--- src/rtl/mul_pkg.sv ---
// Shared definitions for the sequential shift-add multiplier: FSM state type
// and the supported operand-width range.
package mul_pkg;

   localparam int WIDTH_MIN = 2;
   localparam int WIDTH_MAX = 32;

   typedef enum logic [1:0] {
      ST_IDLE = 2'd0,
      ST_CALC = 2'd1,
      ST_SIGN = 2'd2,
      ST_DONE = 2'd3
   } state_e;

endpackage

--- src/rtl/add_n.sv ---
// Width-parametrised combinational adder with carry in and carry out,
// shared by the accumulate and negate steps of mul_seq.
module add_n #(
   parameter int WIDTH = 8
) (
   input  logic [WIDTH-1:0] x,
   input  logic [WIDTH-1:0] y,
   input  logic             cin,
   output logic [WIDTH-1:0] sum,
   output logic             cout
);

   always_comb begin
      {cout, sum} = {1'b0, x} + {1'b0, y} + {{WIDTH{1'b0}}, cin};
   end

endmodule

--- src/rtl/mul_seq.sv ---
// Sequential radix-2 shift-add multiplier, signed or unsigned per operation,
// with valid/ready handshakes on both the operand and product sides.
module mul_seq
   import mul_pkg::*;
#(
   parameter int WIDTH = 8
) (
   input  logic               clk,
   input  logic               rst_n,
   input  logic               in_valid,
   output logic               in_ready,
   input  logic [WIDTH-1:0]   a,
   input  logic [WIDTH-1:0]   b,
   input  logic               sgn,
   output logic               out_valid,
   input  logic               out_ready,
   output logic [2*WIDTH-1:0] p
);

   localparam int PW    = 2 * WIDTH;
   localparam int CNT_W = $clog2(WIDTH);

   state_e           state_q, state_d;
   logic [PW-1:0]    acc_q, acc_d;
   logic [PW-1:0]    mcand_q, mcand_d;
   logic [WIDTH-1:0] mplier_q, mplier_d;
   logic [CNT_W-1:0] cnt_q, cnt_d;
   logic             neg_q, neg_d;

   logic [WIDTH-1:0] a_mag, b_mag;
   logic [PW-1:0]    add_x, add_y, add_sum;
   logic [PW-2:0]    add_lo;
   logic             add_cin, add_cout;

   // The most negative operand maps to 2^(WIDTH-1), which still fits unsigned.
   always_comb begin
      a_mag = (sgn && a[WIDTH-1]) ? (~a + WIDTH'(1)) : a;
      b_mag = (sgn && b[WIDTH-1]) ? (~b + WIDTH'(1)) : b;
   end

   // Low bits go through the adder; the top bit is rebuilt from its carry.
   add_n #(.WIDTH(PW - 1)) u_add (
      .x    (add_x[PW-2:0]),
      .y    (add_y[PW-2:0]),
      .cin  (add_cin),
      .sum  (add_lo),
      .cout (add_cout)
   );

   assign add_sum = {add_x[PW-1] ^ add_y[PW-1] ^ add_cout, add_lo};

   always_comb begin
      state_d  = state_q;
      acc_d    = acc_q;
      mcand_d  = mcand_q;
      mplier_d = mplier_q;
      cnt_d    = cnt_q;
      neg_d    = neg_q;
      add_x    = acc_q;
      add_y    = '0;
      add_cin  = 1'b0;

      unique case (state_q)
         ST_IDLE: begin
            if (in_valid) begin
               mcand_d  = PW'(a_mag);
               mplier_d = b_mag;
               neg_d    = sgn & (a[WIDTH-1] ^ b[WIDTH-1]);
               acc_d    = '0;
               cnt_d    = '0;
               state_d  = ST_CALC;
            end
         end
         ST_CALC: begin
            add_y    = mplier_q[0] ? mcand_q : '0;
            acc_d    = add_sum;
            mcand_d  = mcand_q << 1;
            mplier_d = mplier_q >> 1;
            cnt_d    = cnt_q + CNT_W'(1);
            if (cnt_q == CNT_W'(WIDTH - 1)) begin
               cnt_d   = '0;
               state_d = ST_SIGN;
            end
         end
         ST_SIGN: begin
            if (neg_q) begin
               add_x   = ~acc_q;
               add_cin = 1'b1;
               acc_d   = add_sum;
            end
            state_d = ST_DONE;
         end
         ST_DONE: begin
            if (out_ready) begin
               state_d = ST_IDLE;
            end
         end
         default: state_d = ST_IDLE;
      endcase
   end

   always_ff @(posedge clk) begin
      if (!rst_n) begin
         state_q  <= ST_IDLE;
         acc_q    <= '0;
         mcand_q  <= '0;
         mplier_q <= '0;
         cnt_q    <= '0;
         neg_q    <= 1'b0;
      end else begin
         state_q  <= state_d;
         acc_q    <= acc_d;
         mcand_q  <= mcand_d;
         mplier_q <= mplier_d;
         cnt_q    <= cnt_d;
         neg_q    <= neg_d;
      end
   end

   assign in_ready  = (state_q == ST_IDLE);
   assign out_valid = (state_q == ST_DONE);
   assign p         = acc_q;

endmodule

--- config.mk ---
export PLATFORM = sky130hd
export DESIGN_NAME = mul_seq
export DESIGN_NICKNAME = d
export VERILOG_FILES = /design/src/rtl/mul_pkg.sv /design/src/rtl/add_n.sv /design/src/rtl/mul_seq.sv
export SDC_FILE = /design/constraint.sdc
export NUM_CORES = 1
export LEC_CHECK = 0
export BUFFER_PORTS_ARGS = -buffer_cell sky130_fd_sc_hd__buf_4
export CORE_MARGIN = 10
export CORE_UTILIZATION = 46
export DETAILED_ROUTE_END_ITERATION = 10
export GPL_TIMING_DRIVEN = 0
export PLACE_DENSITY = 0.68
export SYNTH_ARGS = -nofsm -noshare
export SYNTH_HDL_FRONTEND = slang
export SYNTH_SLANG_ARGS = --single-unit
--- constraint.sdc ---
create_clock -name clk -period 3.35 [get_ports clk]
set_clock_uncertainty 0.05 [all_clocks]
set_input_delay 0.1675 -clock clk [delete_from_list [all_inputs] [get_ports clk]]
set_output_delay 0.1675 -clock clk [all_outputs]
set_load 0.01 [all_outputs]
==> impl_metrics.yaml <==
yosys:
  synth-edff-count: 0
  synth.distinct_cells: 58
  ys_top_cells_by_area: "dfxtp_1 (28%), ha_1 (8.9%), xnor2_1 (8.7%)"
  synth_ff_type: "dfxtp_1"
  ys_seq_area_frac: 0.284
  syn-cell-area_um2: 3240
  synthesis.nets: 447
  netlist_instances: 401
  syn_area_per_cell_um2: 8.07
  yosysTopAreaCell: "dfxtp_1"
  synthArstFlopShare: 0
  yosys_register_bits: 46
  synth_top_area_share: 0.284
  yosys_warnings: 0
die:
  ioPinCount: 39
  die_h_um: 104
  die_area_um2: 10800
  coreArea_um2: 6830
  placementRows: 30
  start_util: 0.474
  die-width_um: 104
route:
  final_antenna_net_count: 0
  via_per_inst: 5.30
  via_count: 2871
  wl_per_cell_um: 14.3
  route.detailed.drc: 0
  dr.pass1.iters: 4
  wirelength_um: 7760
  drt_iter0_drc: 120
worst_setup_path:
  worstPathArrival_ns: 3.28
  cp_data_required_time_ns: 3.50
  crit_slowest_cell: "fa_1"
  cp_top_family: "adder cells"
  crit_path_cell_trace: "inv_1 > ha_1 > buf_4 > nand3_1 > fa_1 > fa_1 > nor2b_1 > o21ai_2 > a31oi_4 > o21a_1 > o21ai_0 > a32o_1"
  critPathBufInv: 2
  critPathMostFrequentCell: "fa_1"
  crit_type: "register to register"
  critPathCaptureType: "register"
  critPathMaxFanout: 19
  start_kind: "register"
  critical_path.max_stage_delay_ns: 0.46
global_route:
  antenna_found_initial: 0
  globalRouteOverflowTotal: 0
  grt_pass1_vias: 2906
  grt_max_degree: 20
  grt_pass1_wl_um: 13600
  grt_usage: 0.147
clock_tree:
  cts_buffers: 5
  clock_sinks: 46
  clk_pin_slew_ns: 0.09
  cts_hold_buf: 0
  htreeDepth: 2
  worstSkewPairLatency_ns: 0.30
  cts_buffer_depth: 2
  cts_tree: "done"
  cts-root-buf: "clkbuf_8"
  cts_setup_buffers: 0
final_layout:
  layout_common_cells: "nand2_1 (67), dfxtp_1 (46), buf_4 (40)"
  syn_to_final_growth_pct: 16.8
  mostFrequentLayoutCell: "nand2_1"
  fillCellCount: 691
  drive_above_1_share: 0.141
  final_util: 0.553
  antenna_cells: 0
  fin_nets: 491
timing:
  rsz0062_at_grt: "no"
  finalCriticalPeriod_ns: 3.14
  slew_headroom: 0.654
  hold_viol_final: 0
  slew_violations: 0
  setup_violations: 0
  final.period_utilization: 0.937
  tightestPinTransition_ns: 0.519
  fmax_mhz: 319
  hold_slack_ns: 0.125
outcome:
  status: "finished clean"
worst_hold_path:
  hp-class: "input pin to register"
power_and_ir_drop:
  power.density_nw_per_um2: 548
  p_sw_uw: 897
  seqPwrFrac: 0.346
  p_int_uw: 1170
  vdd_drop_max_mv: 0.297
  pwr-share-clk: 0.185
  power_switching_share: 0.433
  combPwrFrac: 0.468
  total_power_uw: 2070
  leakage_uw: 0.00158
place:
  io_buffers: 38
  hpwl_um: 6070
  gp_congestion: 0.874
run:
  drv_cap: 0
-- power by group through the flow --
stage | sequential [µW] | combinational [µW] | clock (µW)
after floorplan | 705 | 696 | 0
after global placement | 724 | 956 | 0
after detailed placement | 728 | 971 | 0
after CTS | 716 | 968 | 395
after global routing | 731 | 1100 | 422
final | 718 | 970 | 384
-- worst min-delay path: cells and delay by family --
kind | cells | cell delay (ns)
simple gates | 1 | 0.11
compound gates | 1 | 0.06
buf+inv | 1 | 0.10
-- metrics by stage --
stage	worst slack, ns	instances	instance area (µm²)	TNS [ns]
6_report	0.211	542	3780	0
3_3_place_gp	-0.387	535	3640	-1.38
5_1_grt	0.0318	542	3780	0
2_1_floorplan	0.153	401	3240	0
3_5_place_dp	-0.461	535	3640	-1.79
4_1_cts	0.0123	542	3760	0
-- cells in the mapped netlist (all sizes together), types with 2 or more instances --
| cell type | count |
|---|---|
| o41ai | 2 |
| o31ai | 3 |
| a22oi | 11 |
| dfxtp | 46 |
| nand3 | 8 |
| xor2 | 6 |
| nor2 | 14 |
| o211ai | 2 |
| nand2 | 69 |
| a221oi | 2 |
| o21ai | 28 |
| and2 | 7 |
| xnor2 | 32 |
| nor3 | 6 |
| a22o | 2 |
| fa | 2 |
| nor2b | 18 |
| nand2b | 2 |
| a31oi | 4 |
| clkbuf | 12 |
| and3 | 15 |
| o211a | 3 |
| nand4 | 2 |
| a211oi | 2 |
| a21boi | 18 |
| buf | 7 |
| nand3b | 5 |
| mux2i | 3 |
| inv | 14 |
| a21oi | 13 |
| o21bai | 4 |
| or3 | 2 |
| ha | 23 |
-- repair_timing --
action | CTS | global route
gates resized for setup | 4 | 9
gates cloned | 0 | 0
endpoints found under the setup margin | 8 | 9
-- registers in the layout, summed over array words and instances, names as in the netlist --
| name | flops |
|---|---|
| cnt_q | 3 |
| mcand_q | 16 |
| mplier_q | 8 |
| neg_q | 1 |
| p | 16 |
| state_q | 2 |
-- per-layer routing --
metal | GRT usage | vias to the layer above | routed length, µm
met5 | 0 | - | 0
met1 | 0.183 | 1316 | 3650
met4 | 0.0328 | 0 | 50
li1 | - | 1493 | -
met2 | 0.250 | 58 | 3730
met3 | 0.0322 | 4 | 329
-- layout make-up --
class	instances	area, µm²	area share
Multi-Input combinational cell	322	2200	0.583
Sequential cell	46	921	0.244
Timing Repair Buffer	38	285	0.0754
Tap cell	96	120	0.0318
Clock buffer	7	96.3	0.0255
Buffer	18	93.8	0.0248
Inverter	14	52.6	0.0139
Clock inverter	1	8.76	0.00232
-- cell families after synthesis --
| family | share of synthesized area |
|---|---|
| AND/OR/NAND/NOR | 0.233 |
| XOR/XNOR | 0.103 |
| buffers and inverters | 0.0441 |
| AO/OA/AOI/OAI | 0.225 |
| adder cells (fa/ha/maj) | 0.101 |
| flip-flops | 0.284 |
| multiplexers | 0.00928 |
-- final timing paths --
kind	slack, ns	depth (start not counted)	to	from
min	0.12	3	mcand_q[0]	a[0]
max reg2reg	0.21	12	p[8]	state_q[1]
min reg2reg	0.42	2	mplier_q[1]	mplier_q[1]
max	0.21	12	p[8]	state_q[1]
Power figures use the tool's default switching activity.
